<file path="config.mk">
export PLATFORM = sky130hd
export DESIGN_NAME = reg_bank_scan_reader
export DESIGN_NICKNAME = d
export VERILOG_FILES = /design/src/rtl/reg_bank_scan_reader.sv
export SDC_FILE = /design/constraint.sdc
export NUM_CORES = 1
export LEC_CHECK = 0
export CORE_UTILIZATION = 43
export DETAILED_ROUTE_END_ITERATION = 8
export PLACE_DENSITY = 0.78
export SYNTH_ARGS = -nofsm -noshare
export SYNTH_HDL_FRONTEND = slang
export SYNTH_SLANG_ARGS = --single-unit
</file>
<file path="constraint.sdc">
create_clock -name Clk -period 1.8 [get_ports Clk]
set_input_delay 0.36 -clock Clk [delete_from_list [all_inputs] [get_ports Clk]]
set_output_delay 0.36 -clock Clk [all_outputs]
set_load 0.005 [all_outputs]
</file>
<file path="src/rtl/reg_bank_scan_reader.sv">
// Walks a register bank's combinational read port from index 0 to DEPTH-1 and streams each word out on a valid/ready interface.
// Optional build macro SCAN_SKIP_ZERO_EN: zero (empty) entries are skipped instead of presented.
module reg_bank_scan_reader #(
    parameter int DEPTH = 16,
    parameter int WIDTH = 16,
    parameter int IDX_W = 4
) (
    input  logic             Clk,
    input  logic             Reset,
    input  logic             Start,
    output logic [IDX_W-1:0] Rd_Index,
    input  logic [WIDTH-1:0] Rd_Data,
    output logic             Out_Valid,
    input  logic             Out_Ready,
    output logic [WIDTH-1:0] Out_Data,
    output logic [IDX_W-1:0] Out_Index,
    output logic             Busy,
    output logic             Done,
    output logic [IDX_W:0]   Word_Count
);

    localparam logic [IDX_W-1:0] LAST_IDX = IDX_W'(DEPTH - 1);
    localparam logic [IDX_W-1:0] IDX_ONE  = IDX_W'(1);
    localparam logic [IDX_W:0]   CNT_ONE  = (IDX_W + 1)'(1);

    typedef enum logic [1:0] {
        S_IDLE    = 2'd0,
        S_FETCH   = 2'd1,
        S_PRESENT = 2'd2,
        S_DONE    = 2'd3
    } state_e;

    state_e           state_q,      state_d;
    logic [IDX_W-1:0] rd_index_q,   rd_index_d;
    logic             out_valid_q,  out_valid_d;
    logic [WIDTH-1:0] out_data_q,   out_data_d;
    logic [IDX_W-1:0] out_index_q,  out_index_d;
    logic             busy_q,       busy_d;
    logic             done_q,       done_d;
    logic [IDX_W:0]   word_count_q, word_count_d;

    // Next-state and next-output computation for the scan sequencer.
    always_comb begin
        state_d      = state_q;
        rd_index_d   = rd_index_q;
        out_valid_d  = out_valid_q;
        out_data_d   = out_data_q;
        out_index_d  = out_index_q;
        word_count_d = word_count_q;
        done_d       = 1'b0;

        case (state_q)
            S_IDLE: begin
                if (Start) begin
                    word_count_d = '0;
                    rd_index_d   = '0;
                    state_d      = S_FETCH;
                end else begin
                    state_d = S_IDLE;
                end
            end
            S_FETCH: begin
`ifdef SCAN_SKIP_ZERO_EN
                if (Rd_Data == '0) begin
                    if (rd_index_q == LAST_IDX) begin
                        state_d = S_DONE;
                        done_d  = 1'b1;
                    end else begin
                        rd_index_d = rd_index_q + IDX_ONE;
                        state_d    = S_FETCH;
                    end
                end else begin
                    out_data_d  = Rd_Data;
                    out_index_d = rd_index_q;
                    out_valid_d = 1'b1;
                    state_d     = S_PRESENT;
                end
`else
                out_data_d  = Rd_Data;
                out_index_d = rd_index_q;
                out_valid_d = 1'b1;
                state_d     = S_PRESENT;
`endif
            end
            S_PRESENT: begin
                // Out_Data/Out_Index are only ever loaded in FETCH, so they stay put while stalled.
                if (out_valid_q && Out_Ready) begin
                    word_count_d = word_count_q + CNT_ONE;
                    out_valid_d  = 1'b0;
                    if (out_index_q == LAST_IDX) begin
                        state_d = S_DONE;
                        done_d  = 1'b1;
                    end else begin
                        rd_index_d = out_index_q + IDX_ONE;
                        state_d    = S_FETCH;
                    end
                end else begin
                    state_d = S_PRESENT;
                end
            end
            S_DONE: begin
                state_d = S_IDLE;
            end
            default: begin
                state_d     = S_IDLE;
                out_valid_d = 1'b0;
            end
        endcase

        busy_d = (state_d != S_IDLE);
    end

    // State and registered outputs; synchronous reset discards any pending word.
    always_ff @(posedge Clk) begin
        if (Reset) begin
            state_q      <= S_IDLE;
            rd_index_q   <= '0;
            out_valid_q  <= 1'b0;
            out_data_q   <= '0;
            out_index_q  <= '0;
            busy_q       <= 1'b0;
            done_q       <= 1'b0;
            word_count_q <= '0;
        end else begin
            state_q      <= state_d;
            rd_index_q   <= rd_index_d;
            out_valid_q  <= out_valid_d;
            out_data_q   <= out_data_d;
            out_index_q  <= out_index_d;
            busy_q       <= busy_d;
            done_q       <= done_d;
            word_count_q <= word_count_d;
        end
    end

    assign Rd_Index   = rd_index_q;
    assign Out_Valid  = out_valid_q;
    assign Out_Data   = out_data_q;
    assign Out_Index  = out_index_q;
    assign Busy       = busy_q;
    assign Done       = done_q;
    assign Word_Count = word_count_q;

endmodule

</file>
==> metrics.md <==
| Metric | Value |
|---|---|
| Crit-path max FO | 5 |
| Pre-CTS WS | -0.04777 ns |
| Ys async rst share | 0% |
| Worst Setup End Kind | output port |
| Post-Synthesis Cell Area | 1396 um^2 |
| Internal Power | 1096 uW |
| Switching share of power | 24.51% |
| Clock group share of total power | 30.0% |
| PnR worst setup slack | 0.1234 ns |
| Most common flop cell mapped by yosys | dfxtp_1 |
| Synth Instances | 160 |
| Gr usage total | 20.27% |
| Fin crit share | 93.14% |
| Core ar. | 3078 um^2 |
| Final setup fails | 0 |
| TritonRoute pass-1 iters | 4 |
| Slew headroom | 54.49% |
| Number of global-route vias before repair | 1227 |
| Port Buf Inserts | 51 |
| Die boundary height | 58.99 um |
| Resized Gates After CTS | 0 |
| Net count, final | 240 |
| Num rows | 20 |
| DR WL/cell | 12.05 um |
| Area Growth Syn to Fin | 46.59% |
| I/O pins | 52 |
| Area post-placement | 1987 um^2 |
| Total CTS buffers | 5 |
| Die area | 3479 um^2 |
| # fillers | 271 |
| First-pass GRT wire length | 5.195 mm |
| Startpoint types | register |
| Global route overflow | 0 |
| Unrepaired setup endpoints after global routing | false |
| CTS tree | yes |
| Critical path type | register to output port |
| Max-cap violations | 0 |
| Seq pwr share | 55.3% |
| Clock Path Buffers | 2 |
| Post-CTS Repair Setup Buffers | 0 |
| Number of synthesized flops with an enable pin | 0 |
| Worst-margin pin slew | 0.6826 ns |
| Synth cell types | 30 |
| Worst Path Arrival | 1.32 ns |
| CP bufs+invs | 1 |
| Vias/cell | 4.882 |
| Final Max Slew Viols | 0 |
| Part of the Yosys area used for sequential elements | 48.75% |
| Clock Latency Late Sink | 0.34 ns |
| Switch Pwr | 356.0 uW |
| CTS Sinks | 34 |
| P per Cell Area | 709.5 nW/um^2 |
| Worst Clk Skew | 0.007649 ns |
| Clk pin slew, worst setup/hold paths | 0.09 ns |
| Leak pwr | 0.0007523 uW |
| CTS H-tree depth | 2 |
| Die width | 58.99 um |
| R2R setup slack | 0.24 ns |
| Required time worst endpoint | 1.44 ns |
| Critical-path cell list | clkdlybuf4s50_1 |
| Post-route DRC | 0 |
| Final hold vios | 0 |
| Comb power frac | 14.7% |
| Post-DRT Antenna Nets | 0 |
| Final HPWL DP | 2.337 mm |
| Layout cells sized above 1 | 11.87% |
| Final RePlAce weighted congestion | 0.8152 |
| Initial antenna violation count | 0 |
| Hold/Removal Path Class | register to register |
| Drt total wl | 3.169 mm |
| Fmax | 0.5964 GHz |
| Minimum clock period | 1.677 ns |
| Post-CTS Hold Buffers | 0 |
| Routed vias | 1284 |
| Max stage delay on crit path | 0.54 ns |
| Seq cells post-synth | 34 |
| CP top delay family | buffers and inverters |
| Design Area, Final | 2047 um^2 |
| Pin count of the biggest net entering global routing | 22 |
| Initial core utilization | 45.37% |
| Syn_area_per_cell | 8.727 um^2 |
| DRT iter0 DRCs | 67 |
| Clock root cell | clkbuf_4 |
| Syn. warnings | 0 |
| Peak VDD IR | 0.4373 mV |
| Max stage delay cell, worst path | clkdlybuf4s50_1 |
| # diodes | 0 |
| Post-Syn Nets | 182 |
| Status | finished, final reports clean |
## Yosys cell counts, types with 2 or more instances
master / count / share of area, %
nand2_1: 44 / 12
dfxtp_1: 34 / 49
a21oi_1: 24 / 8.6
buf_2: 7 / 2.5
nand3_1: 5 / 1.8
a211oi_1: 4 / 2.2
nand2b_1: 4 / 1.8
nor3_1: 4 / 1.4
mux2i_1: 3 / 2.2
nor3b_1: 3 / 1.6
buf_4: 2 / 1.1
clkbuf_1: 2 / 0.54
ha_1: 2 / 1.8
inv_1: 2 / 0.54
mux2_2: 2 / 1.6
nor2_1: 2 / 0.54
o21ai_0: 2 / 0.72
xor2_1: 2 / 1.3
## cell families after synthesis
kind of cell	count (synthesis)	synth area share, %
flip-flops	34	48.75
AO/OA/AOI/OAI	34	14.16
buffers and inverters	13	4.659
AND/OR/NAND/NOR	70	25.63
multiplexers	5	3.763
XOR/XNOR	2	1.255
adder cells (fa/ha/maj)	2	1.792
## flip-flops by register name, summed over array words and instances, names as in the netlist
signal      cells
Out_Index       4
Done            1
Out_Data       16
state_q         2
Word_Count      5
Busy            1
Rd_Index        4
Out_Valid       1
## through the flow
| step | util (%) | instances | total power (uW) | setup TNS [ns] | hold slack, ns |
|---|---|---|---|---|---|
| after floorplan | - | 160 | 914.0 | 0 | 0.4527 |
| after global placement | 64.55 | 255 | 1029 | -0.03421 | 0.4414 |
| after detailed placement | 64.55 | 255 | 1035 | -0.08283 | 0.4483 |
| after CTS | 66.50 | 263 | 1472 | 0 | 0.4629 |
| after global routing | 66.50 | 263 | 1521 | 0 | 0.4833 |
| final | 66.50 | 263 | 1452 | 0 | 0.4614 |
## cells in the final DEF, fill, tap and decap left out, drive strengths merged
cell type / count
or3: 1
and4b: 1
inv: 2
buf: 11
nand2b: 4
a21oi: 25
dfxtp: 34
a211oi: 4
clkdlybuf4s50: 51
or3b: 1
mux2i: 3
o2bb2ai: 1
a311o: 1
o2111ai: 1
ha: 2
nor2b: 1
nor3: 4
nor3b: 4
nand4b: 1
nand3: 5
clkbuf: 7
clkinv: 1
nor2: 2
mux2: 2
or2b: 1
xor2: 2
nand2: 44
nand3b: 1
o21ai: 2
## final timing paths
path,start,end,cells past startpoint
max,Out_Valid,Out_Valid,1
min,Out_Data[7],Out_Data[7],2
max reg2reg,state_q[1],Out_Data[13],3
min reg2reg,Out_Data[7],Out_Data[7],2
## layer usage
layer	vias up	GRT usage (%)	wire, um
met5	-	0	0
met4	0	10.88	65
met3	4	7.205	176
met2	35	32.63	1499
met1	591	23.56	1428
li1	654	-	-
## area by class of cell
class / instances / area, um^2 / share of cell area [%]
sequential: 34 / 680.7 / 33.25
timing repair buffer: 62 / 593.1 / 28.97
clock inverter: 1 / 5.005 / 0.2445
clock buffer: 7 / 55.05 / 2.689
tap: 44 / 55.05 / 2.689
inverter: 2 / 7.507 / 0.3667
multi-input combinational: 113 / 650.6 / 31.78
## power groups by stage
stage	clock [uW]	sequential, uW	combinational [uW]
after detailed placement	0	821	215
after CTS	453	804	216
final	435	803	214
after floorplan	0	812	102
after global routing	479	808	234
after global placement	0	819	210
## worst reg2reg max path, stage by stage (launching register included)
cell and delay, ns:
dfxtp_1 0.60, or2b_1 0.61, nand2_1 0.11, a21oi_1 0.17
Note: power is estimated with default switching activity, not from simulation.
